==> src/rtl/fft_pkg.sv <==
// rtl/fft_pkg.sv - shared FSM state type and width helpers for the FFT twiddle address generator
package fft_pkg;

  typedef enum logic [1:0] {
    ST_IDLE = 2'd0,
    ST_RUN  = 2'd1,
    ST_FIN  = 2'd2
  } fft_state_e;

  function automatic int bfly_w(input int nwl);
    return nwl - 1;
  endfunction

  function automatic int stage_w(input int nwl);
    return (nwl < 2) ? 1 : $clog2(nwl);
  endfunction

  function automatic bit awl_ok(input int nwl, input int awl);
    return awl == nwl - 1;
  endfunction

endpackage

==> src/rtl/fft_bfly_counter.sv <==
// rtl/fft_bfly_counter.sv - nested butterfly (j) / stage (s) counter with wrap and last-butterfly flag
module fft_bfly_counter
  import fft_pkg::*;
#(
  parameter int NWL = 4,
  parameter int SWL = stage_w(NWL)
) (
  input  logic                    clk_i,
  input  logic                    rst_ni,
  input  logic                    clr_i,
  input  logic                    adv_i,
  output logic [bfly_w(NWL)-1:0]  j_o,
  output logic [SWL-1:0]          s_o,
  output logic [bfly_w(NWL)-1:0]  j_nxt_o,
  output logic [SWL-1:0]          s_nxt_o,
  output logic                    last_o
);

  localparam int BW = bfly_w(NWL);
  localparam logic [BW-1:0]  J_MAX = '1;
  localparam logic [SWL-1:0] S_MAX = SWL'(NWL - 1);

  logic [BW-1:0]  j_q, j_d;
  logic [SWL-1:0] s_q, s_d;

  // After the final butterfly both counters wrap to zero, ready for the next sweep.
  always_comb begin
    j_d = j_q;
    s_d = s_q;
    if (clr_i) begin
      j_d = '0;
      s_d = '0;
    end else if (adv_i) begin
      if (j_q == J_MAX) begin
        j_d = '0;
        s_d = (s_q == S_MAX) ? '0 : s_q + 1'b1;
      end else begin
        j_d = j_q + 1'b1;
      end
    end
  end

  always_ff @(posedge clk_i or negedge rst_ni) begin
    if (!rst_ni) begin
      j_q <= '0;
      s_q <= '0;
    end else begin
      j_q <= j_d;
      s_q <= s_d;
    end
  end

  assign j_o     = j_q;
  assign s_o     = s_q;
  assign j_nxt_o = j_d;
  assign s_nxt_o = s_d;
  assign last_o  = (j_q == J_MAX) && (s_q == S_MAX);

endmodule

==> src/rtl/fft_twiddle_addr_gen.sv <==
// rtl/fft_twiddle_addr_gen.sv - radix-2 DIT twiddle ROM address sequencer; FFT_TWIDDLE_IDX_EN adds operand index outputs
module fft_twiddle_addr_gen
  import fft_pkg::*;
#(
  parameter int NWL = 4,
  parameter int AWL = NWL - 1,
  parameter int SWL = stage_w(NWL)
) (
  input  logic                   i_CLK,
  input  logic                   i_RESET_N,
  input  logic                   i_START,
  input  logic                   i_READY,
  output logic                   o_VALID,
  output logic [AWL-1:0]         o_ADDR,
  output logic [SWL-1:0]         o_STAGE,
  output logic [bfly_w(NWL)-1:0] o_BFLY,
  output logic [NWL-1:0]         o_IDX_A,
  output logic [NWL-1:0]         o_IDX_B,
  output logic                   o_BUSY,
  output logic                   o_DONE
);

  localparam int BW = bfly_w(NWL);

  if (!awl_ok(NWL, AWL) || NWL < 2) begin : g_bad_cfg
    $error("fft_twiddle_addr_gen: AWL must equal NWL-1 and NWL must be >= 2");
  end

  fft_state_e     state_q, state_d;
  logic [AWL-1:0] addr_q, addr_d;
  logic [BW-1:0]  j, j_nxt;
  logic [SWL-1:0] s, s_nxt;
  logic           last, start, xfer;

  assign start = (state_q == ST_IDLE) && i_START;
  assign xfer  = (state_q == ST_RUN) && i_READY;

  fft_bfly_counter #(.NWL(NWL), .SWL(SWL)) u_cnt (
    .clk_i   (i_CLK),
    .rst_ni  (i_RESET_N),
    .clr_i   (start),
    .adv_i   (xfer),
    .j_o     (j),
    .s_o     (s),
    .j_nxt_o (j_nxt),
    .s_nxt_o (s_nxt),
    .last_o  (last)
  );

  // k = (j mod 2^s) << (NWL-1-s); computed from next-state counters so it registers with them.
  function automatic logic [AWL-1:0] calc_k(input logic [BW-1:0] jj, input logic [SWL-1:0] ss);
    logic [NWL-1:0] one, mask, pos, k;
    one  = NWL'(1);
    mask = (one << ss) - one;
    pos  = {1'b0, jj} & mask;
    k    = pos << (NWL - 1 - int'(ss));
    return k[AWL-1:0];
  endfunction

  always_comb begin
    state_d = state_q;
    case (state_q)
      ST_IDLE: if (i_START) state_d = ST_RUN;
      ST_RUN:  if (xfer && last) state_d = ST_FIN;
      ST_FIN:  state_d = ST_IDLE;
      default: state_d = ST_IDLE;
    endcase
  end

  assign addr_d = calc_k(j_nxt, s_nxt);

  always_ff @(posedge i_CLK or negedge i_RESET_N) begin
    if (!i_RESET_N) begin
      state_q <= ST_IDLE;
      addr_q  <= '0;
    end else begin
      state_q <= state_d;
      addr_q  <= addr_d;
    end
  end

`ifdef FFT_TWIDDLE_IDX_EN
  logic [NWL-1:0] idx_a_q, idx_b_q, idx_a_d, idx_b_d;

  function automatic logic [2*NWL-1:0] calc_idx(input logic [BW-1:0] jj, input logic [SWL-1:0] ss);
    logic [NWL-1:0] one, mask, pos, grp, a, b;
    one  = NWL'(1);
    mask = (one << ss) - one;
    pos  = {1'b0, jj} & mask;
    grp  = {1'b0, jj} >> ss;
    a    = (grp << (int'(ss) + 1)) | pos;
    b    = a + (one << ss);
    return {a, b};
  endfunction

  assign {idx_a_d, idx_b_d} = calc_idx(j_nxt, s_nxt);

  always_ff @(posedge i_CLK or negedge i_RESET_N) begin
    if (!i_RESET_N) begin
      idx_a_q <= '0;
      idx_b_q <= '0;
    end else begin
      idx_a_q <= idx_a_d;
      idx_b_q <= idx_b_d;
    end
  end

  assign o_IDX_A = idx_a_q;
  assign o_IDX_B = idx_b_q;
`else
  assign o_IDX_A = '0;
  assign o_IDX_B = '0;
`endif

  assign o_VALID = (state_q == ST_RUN);
  assign o_BUSY  = (state_q == ST_RUN);
  assign o_DONE  = (state_q == ST_FIN);
  assign o_ADDR  = addr_q;
  assign o_STAGE = s;
  assign o_BFLY  = j;

endmodule

==> config.mk <==
export PLATFORM = sky130hd
export DESIGN_NAME = fft_twiddle_addr_gen
export DESIGN_NICKNAME = d
export VERILOG_FILES = /design/src/rtl/fft_pkg.sv /design/src/rtl/fft_bfly_counter.sv /design/src/rtl/fft_twiddle_addr_gen.sv
export SDC_FILE = /design/constraint.sdc
export NUM_CORES = 1
export LEC_CHECK = 0
export CAP_MARGIN = 20
export CORE_MARGIN = 1
export CORE_UTILIZATION = 42
export DETAILED_ROUTE_END_ITERATION = 16
export PLACE_DENSITY = 0.84
export SYNTH_ARGS = -nofsm -noshare
export SYNTH_HDL_FRONTEND = slang
export SYNTH_SLANG_ARGS = --single-unit
==> constraint.sdc <==
create_clock -name i_CLK -period 2.24 [get_ports i_CLK]
set_input_delay 0.224 -clock i_CLK [delete_from_list [all_inputs] [get_ports i_CLK]]
set_output_delay 0.224 -clock i_CLK [all_outputs]
set_load 0.02 [all_outputs]
==> results.txt, run 1 <==
Starting Density - 46.8%
setup violators final - 0
initial detailed-routing violation count - 3
Hold Fails Final Rpt - 0
MaxCap Viol Count - 0
CTS tree - built
Top Family by Delay on Critical Path - compound AO/OA/AOI/OAI gates
crit-path max cell delay - 0.43 ns
area of the mapped netlist - 632 µm²
worst hold path class - in -> async
post-synthesis cell type count - 28
Placeable Area - 1350 µm²
Via Count - 443
Critical Path Source - u_cnt.j_o[0]$_DFF_PN0_
Worst Skew - 0.00730 ns
CP Capture Type - flip-flop
worst hold slack - 0.259 ns
CP Class - reg -> reg
Final Util - 57.9%
sw frac - 36.6%
Worst Setup Start Kind - flip-flop
critical path peak fanout - 5
Synth Instances - 56
slowest CP cell - dfrtp_1
CTS Sinks - 10
fin crit share - 88.9%
Die ar. - 1660 µm²
WL per Instance - 13.0 µm
Final Slew Violations - 0
routability cong. - 0.832
leakage - 0.000373 µW
post-cts sizing count - 0
Seq pwr share - 33.9%
Post-DP Area - 746 µm²
Antenna Nets Post-Route - 0
Vias/cell - 5.09
Die W - 40.8 µm
post-detail-place hpwl - 846 µm
H-tree Lvls - 1
global-route wire length before repair - 1640 µm
GR Overflow Total - 0
number of global-route vias before repair - 362
initial antenna violation count - 0
worst reg2reg startpoint - u_cnt.j_o[0]$_DFF_PN0_
all-layer global routing usage - 15.5%
Tot Pwr - 783 µW
setup slack, reg-to-reg - 0.25 ns
synth warn - 0
peak supply drop - 0.000457 V
Clock power frac - 20.4%
FF-to-FF End - o_ADDR[2]$_DFF_PN0_
CTS Buf Count - 3
Die Y - 40.8 µm
Reg clk slew, reported paths - 0.07 ns
Total Negative Setup Slacks - 0 ns
CTS Root Cell - clkbuf_4
area delta synth->final - 23.8%
layout cells sized above 1 - 20.8%
FF-to-FF path depth - 6
critical path, cell by cell - ha_1 -> ha_1 -> and2_2 -> a221o_1 -> mux2_4 -> a22o_1
Finished Cell Area - 782 µm²
critical path data arrival time - 2.15 ns
Cell Pwr Density - 1000 nW/µm²
maximum clock frequency - 502 MHz
diodes inserted - 0
CTS hold repair buffers - 0
Setup Buffers After CTS - 0
Residual DRC - 0
Max clock buf depth - 2
unrepaired setup endpoints after global routing - no
cell internal pwr - 496 µW
critical path required time - 2.40 ns
pin count of the biggest net entering global routing - 12
synthesized area per cell - 11.3 µm²
fin crit period - 1.99 ns
DRT Pass-1 Iters - 4
input/output buffers - 14
final net count - 80
worst skew pair latency - 0.26 ns
post-synthesis sequential area ratio - 39.6%
drt total wl - 1130 µm
most frequent CP cell - ha_1
combinational share of power - 45.7%
status - finished clean
I/O pin cnt - 23
WP buf/inv - 0
Net Sw Power - 287 µW
flops & latches, synth - 10
site row count - 13
-- layout by cell type, fill, tap and decap left out, types with 2 or more instances in the layout --
master	netlist	routed
dfrtp_1	10	10
conb_1	1	8
nor3b_1	2	2
and2b_2	2	2
nor2_1	4	4
nor2b_1	2	2
a221o_1	2	2
clkdlybuf4s50_1	0	14
and3b_2	2	2
clkbuf_4	0	3
ha_1	3	3
and2_1	2	2
-- cell families (layout without fill, tap and decap cells) --
family | count (synthesis) | count (layout) | synth area share, %
simple gates | 20 | 20 | 21.8
other cells | 1 | 8 | 0.593
flops | 10 | 10 | 39.6
compound gates | 8 | 8 | 11.5
fa+ha+maj | 3 | 3 | 5.94
mux | 3 | 3 | 7.52
buf+inv | 11 | 20 | 13.1
-- how the worst max path moves through the flow --
| stage | to | slack, ns | cells past startpoint |
|---|---|---|---|
| 6_report | o_ADDR[2]$_DFF_PN0_ | 0.25 | 6 |
| 5_1_grt | o_ADDR[1]$_DFF_PN0_ | 0.17 | 6 |
| 3_3_place_gp | o_ADDR[2]$_DFF_PN0_ | 0.28 | 6 |
| 4_1_cts | o_ADDR[2]$_DFF_PN0_ | 0.24 | 6 |
| 2_1_floorplan | o_ADDR[2]$_DFF_PN0_ | 0.25 | 6 |
| 3_5_place_dp | o_ADDR[2]$_DFF_PN0_ | 0.25 | 6 |
-- stage by stage --
stage,setup slack [ns],cells
detailed placement,0.253,83
CTS,0.237,87
global route,0.172,87
global placement,0.278,83
finish,0.249,87
floorplan,0.251,63
-- worst register-to-register path, delay by kind of cell (launching register included) --
family	cells	cell delay (ns)
flops	1	0.43
fa+ha+maj	2	0.47
simple gates	1	0.18
compound gates	2	0.53
mux	1	0.28
-- power groups by stage --
| stage | clock network (µW) | logic [µW] | registers [µW] |
|---|---|---|---|
| global placement | 0 | 346 | 265 |
| CTS | 164 | 361 | 265 |
| finish | 159 | 358 | 266 |
| global route | 173 | 388 | 271 |
| detailed placement | 0 | 356 | 267 |
| floorplan | 0 | 201 | 306 |
-- per-layer routing --
| metal | wire length [µm] | vias to the layer above | share of wire, % | global-route usage [%] |
|---|---|---|---|---|
| met5 | 0 | - | 0 | 0 |
| met4 | 19 | 0 | 1.7 | 10.0 |
| met3 | 52 | 2 | 4.6 | 6.52 |
| met2 | 545 | 18 | 48 | 21.9 |
| met1 | 514 | 212 | 45 | 18.9 |
| li1 | - | 211 | - | - |
-- registers in the layout, indices dropped and copies added, names as in the netlist --
| name | flops |
|---|---|
| o_ADDR | 3 |
| state_q | 2 |
| u_cnt.j_o | 3 |
| u_cnt.s_o | 2 |
-- layout make-up --
class,instances,area (µm²)
Clock buffer,4,36.3
Fill cell,120,568
Inverter,1,3.75
Multi-Input combinational cell,42,325
Sequential cell,10,250
Tap cell,15,18.8
Timing Repair Buffer,15,148
-- synthesized netlist by cell type, drive strengths merged --
library cell  number  area [µm²]
buf               10        78.8
dfrtp             10         250
nor2               4        15.0
and2               3        20.0
ha                 3        37.5
a221o              2        20.0
and2b              2        17.5
and3b              2        20.0
mux2i              2        32.5
nor2b              2        12.5
nor3b              2        15.0
a2111oi            1        15.0
a21o               1        7.51
a21oi              1        5.00
a22o               1        8.76
conb               1        3.75
inv                1        3.75
mux2               1        15.0
nand2              1        3.75
nand3              1        5.00
nand4b             1        15.0
nor3               1        5.00
nor4b              1        8.76
o21ai              1        5.00
o21bai             1        11.3
No activity file was read; power rests on OpenSTA's default activity.
==> run 2: changes to the inputs <==
ABC_AREA = 1   (was not set)
CORE_UTILIZATION = 43   (was 42)
PLACE_DENSITY = 0.85   (was 0.84)
SETUP_SLACK_MARGIN = 0.15   (was not set)
==> results.txt, run 2 <==
critical path required time - 2.02 ns
I/O pin cnt - 23
worst reg2reg startpoint - u_cnt.j_o[0]$_DFF_PN0_
final worst slack - 0.380 ns
peak supply drop - 0.000867 V
Die ar. - 1710 µm²
unrepaired setup endpoints after global routing - no
Antenna Nets Post-Route - 0
layout cells sized above 1 - 16.5%
Reg clk slew, reported paths - 0.07 ns
flops & latches, synth - 10
Worst Skew - 0.00870 ns
placed cell count - 114
synth warn - 0
Cell Count, Final, Fillers Out - 118
CTS Buf Count - 3
area of the mapped netlist - 664 µm²
fin crit share - 83.0%
worst skew pair latency - 0.27 ns
count leader, synth - nand2_1
post-cts sizing count - 0
drt total wl - 1270 µm
CTS Root Cell - clkbuf_4
most common cell after layout, fill and taps aside - nand2_1
Synth Instances - 87
leakage - 0.000436 µW
number of global-route vias before repair - 473
worst hold slack - 0.258 ns
Cell Pwr Density - 1540 nW/µm²
DRT Pass-1 Iters - 2
Post-synth EDFFs - 0
FF-to-FF End - o_ADDR[2]$_DFF_PN0_
critical path data arrival time - 1.64 ns
CP Capture Type - output port
Residual DRC - 0
worst slack, placed - 0.651 ns
input/output buffers - 14
critical path peak fanout - 6
Async SR Flop Fraction - 100%
post-synthesis cell type count - 18
post-synthesis sequential area ratio - 37.7%
initial detailed-routing violation count - 8
pin count of the biggest net entering global routing - 11
Synth area leader - dfrtp_1
CTS hold repair buffers - 0
Placeable Area - 1370 µm²
H-tree Lvls - 1
setup violators final - 0
maximum clock frequency - 538 MHz
fin crit period - 1.86 ns
Max clock buf depth - 2
synthesized area per cell - 7.64 µm²
most frequent cells in the layout - nand2_1, clkdlybuf4s50_1, inv_1
top cell type's share of synthesized area - 37.7%
Final Slew Violations - 0
ranking of synthesized cells by area - dfrtp_1, nand2_1, buf_4, inv_1, ha_1
routability cong. - 0.855
GR Overflow Total - 0
global-route wire length before repair - 2150 µm
status - finished clean
Starting Density - 48.6%
CTS Sinks - 10
CTS tree - built
diodes inserted - 0
final net count - 111
post-detail-place hpwl - 968 µm
worst hold path class - in -> async
WL per Instance - 10.8 µm
MaxCap Viol Count - 0
initial antenna violation count - 0
Worst Setup Start Kind - flip-flop
Vias/cell - 4.57
Synth Flop Type - dfrtp_1
site row count - 13
all-layer global routing usage - 21.0%
Commonest cells post-synth - nand2_1, inv_1, dfrtp_1, buf_4, nor2_1
Die W - 41.3 µm
Total Negative Setup Slacks - 0 ns
area delta synth->final - 23.2%
Die Y - 41.3 µm
Setup Buffers After CTS - 0
Via Count - 539
fillers - 139
Hold Fails Final Rpt - 0
FF-to-FF path depth - 10
CP Class - reg -> out
setup slack, reg-to-reg - 0.59 ns
-- run 2: cells by family after synthesis --
kind of cell | Yosys count | share of synthesized area, %
adder cells (fa/ha/maj) | 3 | 5.65
buffers and inverters | 24 | 18.6
AND/OR/NAND/NOR | 46 | 34.7
AO/OA/AOI/OAI | 3 | 2.82
flip-flops | 10 | 37.7
other | 1 | 0.564
-- run 2: worst max-delay path by stage --
stage	slack [ns]	cells past startpoint	start	to
floorplan	0.71	10	u_cnt.j_o[0]$_DFF_PN0_	o_ADDR[2]$_DFF_PN0_
global placement	0.68	10	u_cnt.j_o[0]$_DFF_PN0_	o_ADDR[2]$_DFF_PN0_
detailed placement	0.65	10	u_cnt.j_o[0]$_DFF_PN0_	o_ADDR[2]$_DFF_PN0_
CTS	0.36	4	state_q[1]$_DFFE_PN0P_	o_VALID
global route	0.27	4	state_q[1]$_DFFE_PN0P_	o_VALID
finish	0.38	4	state_q[1]$_DFFE_PN0P_	o_VALID
-- run 2: critical path, stage by stage (launching register included) --
cell             delay [ns]
dfrtp_1                0.36
inv_1                  0.20
nand2_2                0.11
inv_1                  0.08
clkdlybuf4s50_1        0.60
-- run 2: per-stage QoR --
step | total power (µW) | util, % | instance area, µm²
3_3_place_gp | 1070 | 57.2 | 782
2_1_floorplan | 857 | - | 691
6_report | 1260 | 59.9 | 818
4_1_cts | 1270 | 59.9 | 818
5_1_grt | 1400 | 59.9 | 818
3_5_place_dp | 1100 | 57.2 | 782
-- run 2: power by group --
group          internal, µW  switching, µW
logic                   312            458
clock network          98.8           65.0
registers               261           66.8
total                   671            590
-- run 2: layout make-up --
class / count / area (µm²) / share of cell area (%)
Tap cell: 15 / 18.8 / 2.29
Sequential cell: 10 / 250 / 30.6
Timing Repair Buffer: 14 / 140 / 17.1
Inverter: 15 / 56.3 / 6.88
Clock buffer: 4 / 36.3 / 4.43
Multi-Input combinational cell: 60 / 317 / 38.7
-- run 2: metal layers --
| metal | vias to the layer above | wire length [µm] | GRT usage (%) |
|---|---|---|---|
| met5 | - | 0 | 0 |
| met4 | 0 | 16 | 11.3 |
| met3 | 4 | 86 | 10.6 |
| met2 | 19 | 636 | 33.6 |
| met1 | 240 | 531 | 22.4 |
| li1 | 276 | - | - |
